### src/rtl/minmax_pkg.sv
// Shared types and default sizing for the signed per-packet min/max tracker.
package minmax_pkg;

    typedef enum logic [1:0] {
        IDLE,
        ACCUM,
        HOLD
    } minmax_state_t;

    localparam int unsigned DefaultN      = 32;
    localparam int unsigned DefaultMaxLen = 256;

endpackage

### src/rtl/comparator_lt.sv
// Signed two's-complement less-than: lt_o = (a_i < b_i).
module comparator_lt #(
    parameter int unsigned N = 32
) (
    input  logic [N-1:0] a_i,
    input  logic [N-1:0] b_i,
    output logic         lt_o
);

    assign lt_o = $signed(a_i) < $signed(b_i);

endmodule

### src/rtl/signed_minmax_tracker.sv
// Streaming per-packet signed min/max/count tracker; one summary record per packet,
// force-closed (trunc) when MAX_LEN samples arrive without in_last.
module signed_minmax_tracker
    import minmax_pkg::*;
#(
    parameter int unsigned N       = DefaultN,
    parameter int unsigned MAX_LEN = DefaultMaxLen
) (
    input  logic                           clk,
    input  logic                           rst_n,
    input  logic                           in_valid_i,
    output logic                           in_ready_o,
    input  logic [N-1:0]                   in_data_i,
    input  logic                           in_last_i,
    output logic                           out_valid_o,
    input  logic                           out_ready_i,
    output logic [N-1:0]                   out_min_o,
    output logic [N-1:0]                   out_max_o,
    output logic [$clog2(MAX_LEN+1)-1:0]   out_count_o,
    output logic                           out_trunc_o
);

    localparam int unsigned    CW       = $clog2(MAX_LEN + 1);
    localparam logic [CW-1:0]  MaxCount = CW'(MAX_LEN);
    localparam logic [CW-1:0]  OneCount = CW'(1);

    minmax_state_t state_q, state_d;
    logic [N-1:0]  min_q, min_d;
    logic [N-1:0]  max_q, max_d;
    logic [CW-1:0] count_q, count_d;
    logic          trunc_q, trunc_d;

    logic          in_xfer;
    logic          new_lt_min;
    logic          max_lt_new;

    comparator_lt #(.N(N)) lt_min (
        .a_i  (in_data_i),
        .b_i  (min_q),
        .lt_o (new_lt_min)
    );

    comparator_lt #(.N(N)) lt_max (
        .a_i  (max_q),
        .b_i  (in_data_i),
        .lt_o (max_lt_new)
    );

    assign in_ready_o  = (state_q != HOLD);
    assign out_valid_o = (state_q == HOLD);
    assign in_xfer     = in_valid_i & in_ready_o;

    always_comb begin
        state_d = state_q;
        min_d   = min_q;
        max_d   = max_q;
        count_d = count_q;
        trunc_d = trunc_q;

        case (state_q)
            IDLE: begin
                if (in_xfer) begin
                    min_d   = in_data_i;
                    max_d   = in_data_i;
                    count_d = OneCount;
                    trunc_d = 1'b0;
                    if (in_last_i) begin
                        state_d = HOLD;
                    end else if (OneCount == MaxCount) begin
                        state_d = HOLD;
                        trunc_d = 1'b1;
                    end else begin
                        state_d = ACCUM;
                    end
                end
            end
            ACCUM: begin
                if (in_xfer) begin
                    if (new_lt_min) min_d = in_data_i;
                    if (max_lt_new) max_d = in_data_i;
                    count_d = count_q + OneCount;
                    // in_last wins over the length cap on the final allowed sample.
                    if (in_last_i) begin
                        state_d = HOLD;
                        trunc_d = 1'b0;
                    end else if (count_d == MaxCount) begin
                        state_d = HOLD;
                        trunc_d = 1'b1;
                    end
                end
            end
            HOLD: begin
                if (out_ready_i) state_d = IDLE;
            end
            default: state_d = IDLE;
        endcase
    end

    always_ff @(posedge clk or negedge rst_n) begin
        if (!rst_n) begin
            state_q <= IDLE;
            min_q   <= '0;
            max_q   <= '0;
            count_q <= '0;
            trunc_q <= 1'b0;
        end else begin
            state_q <= state_d;
            min_q   <= min_d;
            max_q   <= max_d;
            count_q <= count_d;
            trunc_q <= trunc_d;
        end
    end

    assign out_min_o   = min_q;
    assign out_max_o   = max_q;
    assign out_count_o = count_q;
    assign out_trunc_o = trunc_q;

endmodule

### config.mk
export PLATFORM = sky130hd
export DESIGN_NAME = signed_minmax_tracker
export DESIGN_NICKNAME = d
export VERILOG_FILES = /design/src/rtl/minmax_pkg.sv /design/src/rtl/comparator_lt.sv /design/src/rtl/signed_minmax_tracker.sv
export SDC_FILE = /design/constraint.sdc
export NUM_CORES = 1
export LEC_CHECK = 0
export ABC_AREA = 1
export ABC_CLOCK_PERIOD_IN_PS = 2040
export BUFFER_PORTS_ARGS = -buffer_cell sky130_fd_sc_hd__buf_2
export CAP_MARGIN = 0
export CORE_ASPECT_RATIO = 1.25
export CORE_UTILIZATION = 33
export CTS_CLUSTER_SIZE = 14
export DETAILED_ROUTE_END_ITERATION = 10
export SYNTH_ARGS = -nofsm -noshare
export SYNTH_HDL_FRONTEND = slang
export SYNTH_SLANG_ARGS = --single-unit
### constraint.sdc
create_clock -name clk -period 2.04 [get_ports clk]
set_clock_uncertainty 0.2 [all_clocks]
set_input_delay 0.102 -clock clk [delete_from_list [all_inputs] [get_ports clk]]
set_output_delay 0.102 -clock clk [all_outputs]
set_load 0.01 [all_outputs]
==> flow_summary_export.csv <==
group,metric,value,unit
logic_synthesis,synthCells,633,
clocking,cts_made_buffers,9,
status,violations,"design-rule violations, negative setup slack",
die,die_y,139,um
cells_and_area,layout_commonest_cell,"buf_2",
die,num_rows,49,
place,post-place-ws,-0.294,ns
logic_synthesis,syn-mean-instance-area,7.88,um2
critical_path,required,2.11,ns
detailed_routing,ant_nets,0,
clocking,path_clk_slew,0.06,ns
critical_path,slowest_stage,"dfrtp_1",
logic_synthesis,async_reset_ff_frac,1.00,
cells_and_area,multi_input_area,3190,um2
critical_path,cp_max_fo,8,
global_route,antenna_found_initial,0,
status,run_status,"finished, violations left",
sta,setup_viol,64,
die,coreArea,14600,um2
cells_and_area,fillerInstances,1396,
sta,rsz0062_at_grt,"yes",
place,place_area,6480,um2
detailed_routing,drc,7,
global_route,grt_usage,0.198,
clocking,cts_tree,"done",
detailed_routing,wl,15600,um
global_route,grt_pass1_vias,5036,
clocking,cts_num_sinks,76,
global_route,grt_pass1_wl,24400,um
sta,worstMarginPinSlew,0.551,ns
logic_synthesis,synth-seq-cells,76,
critical_path,arrival,2.38,ns
sta,fin_crit_sh,1.13,
sta,fmax,434,MHz
logic_synthesis,ys_seq_area_frac,0.381,
sta,slew_violations,0,
critical_path,crit_top_cell,"nand2_2",
pwr,total_power,11400,uW
pwr,irDropWorstVdd,0.572,mV
die,io_pins,113,
critical_path,crit_type,"flip-flop to flip-flop",
die,initial_utilization,0.342,
detailed_routing,first_iter_violations,138,
logic_synthesis,synth_cell_types,29,
logic_synthesis,ys_warn_count,0,
cells_and_area,n_antenna_cell,0,
sta,setup_tns,-15.58,ns
die,dieArea,15600,um2
logic_synthesis,synth_fp_nets,733,
detailed_routing,firstDrtPassIters,7,
pwr,cellPowerDensity,1430,nW/um2
clocking,root_buffer,"clkbuf_16",
logic_synthesis,ys.flop_type,"dfrtp_1",
job,maxCapViolCount,0,
place,place.gp.congestion,0.793,
sta,holdWs,0.0364,ns
cells_and_area,mostFrequentLayoutCells,"buf_2 (111), nand2_1 (106), buf_4 (99), inv_1 (88), dfrtp_1 (76)",
sta,min_period,2.30,ns
logic_synthesis,synth-edff-count,0,
cells_and_area,drive_above_1_share,0.445,
critical_path,end_kind,"flip-flop",
place,port_buffers,112,
clocking,cts_max_path_buffers,2,
clocking,clock_latency,0.33,ns
detailed_routing,via_per_inst,4.76,
critical_path,start_kind,"flip-flop",
logic_synthesis,synth.cell_area,4990,um2
detailed_routing,vias,5093,
critical_path,path_cells,"inv_2 > ha_4 > a21oi_2 > nor2_2 > nor3_2 > nand2_2 > nand2_2 > nand2_2 > nand2_2 > nand2_2 > nand2_2 > nand3_4 > buf_6 > nand2_8 > buf_12 > nand2_1 > nand2_1",
clocking,htree_levels,3,
sta,postLayoutSetupSlackWorst,-0.263,ns
global_route,overflow,0,
global_route,grt_start_max_net_pins,40,
place,hpwl,10400,um
pwr,p_leak,0.00440,uW
cells_and_area,area_delta_synth_final,60.1,%
sta,slew_headroom,0.633,
die,die_w,112,um
cells_and_area,final_area,7990,um2
sta,hold_viol_final,0,
critical_path,cpPeakStageDelay,0.38,ns
detailed_routing,drt-wirelength-per-cell,14.5,um
cells_and_area,ff_latch_area,1900,um2
hold_path,hold_path_class,"input pin to flip-flop",
cells_and_area,fin_nets,988,
==> worst paths after layout <==
| check | start | slack (ns) | cells past startpoint | end |
|---|---|---|---|---|
| max | out_min_o[5] | -0.26 | 17 | out_min_o[15] |
| min reg2reg | out_trunc_o | 0.29 | 2 | out_trunc_o |
| min | in_data_i[4] | 0.04 | 5 | out_min_o[4] |
| max in group asynchronous | rst_n | 0.93 | 3 | out_min_o[5] |
| min in group asynchronous | rst_n | 0.10 | 2 | out_max_o[22] |
| max reg2reg | out_min_o[5] | -0.26 | 17 | out_min_o[15] |
==> sequential cells by signal, indices dropped and copies added (netlist names) <==
name and cells:
out_count_o 9, state_q 2, out_min_o 32, out_trunc_o 1
out_max_o 32
==> per-layer routing <==
metal	share of wire	track usage
met5	0	0
met2	0.52	0.360
met1	0.42	0.238
met3	0.036	0.0279
met4	0.022	0.0674
==> area by class of cell <==
cell class / count / share of cell area
clock buffer: 10 / 0.0299
clock inverter: 6 / 0.0110
inverter: 90 / 0.0423
multi-input combinational: 447 / 0.400
sequential: 76 / 0.238
tap: 178 / 0.0279
timing repair buffer: 264 / 0.251
==> repair_timing <==
item | 4_1_cts | 5_1_grt
resized for setup | 45 | 116
pin swaps | 6 | 33
gates cloned | 3 | 1
setup buffers | 5 | 7
setup endpoints to repair | 64 | 67
endpoints found under the hold margin | 101 | 2
hold buffers | 33 | 1
==> report_power, final <==
part | internal (uW) | switching [uW]
registers | 2170 | 437
clock network | 1110 | 655
logic | 3370 | 3640
total | 6640 | 4730
==> synth_stat cells, drive strengths merged, types with 2 or more instances <==
library cell,instances,area share
nand2,210,0.18
inv,89,0.067
o21ai,22,0.022
clkbuf,2,0.0015
nor2,24,0.020
nand4,3,0.0038
dfrtp,76,0.38
nand3,78,0.083
ha,63,0.16
nor3,8,0.0080
xor2,6,0.011
buf,18,0.030
a21oi,29,0.029
==> kinds of logic (layout without fill, tap and decap cells) <==
family	Yosys count	count (layout)	share of synthesized area
and+or+nand+nor	324	324	0.295
buffers and inverters	110	370	0.0993
DFF	76	76	0.381
adders and majority gates	63	63	0.158
AOI/OAI and AO/OA	53	53	0.0542
xor gates and xnor gates	7	7	0.0123
==> worst max-delay path: cells and delay by family, from the launching register on <==
kind            cells  cell delay, ns
buf+inv             3            0.36
fa+ha+maj           1            0.19
compound gates      1            0.13
flops               1            0.38
simple gates       12            0.97
==> per-stage QoR <==
stage           util  std cells
5_1_grt        0.547       1071
4_1_cts        0.509       1062
2_1_floorplan      -        633
3_3_place_gp   0.444       1005
6_report       0.547       1071
3_5_place_dp   0.444       1005
No activity file was read; power rests on OpenSTA's default activity.
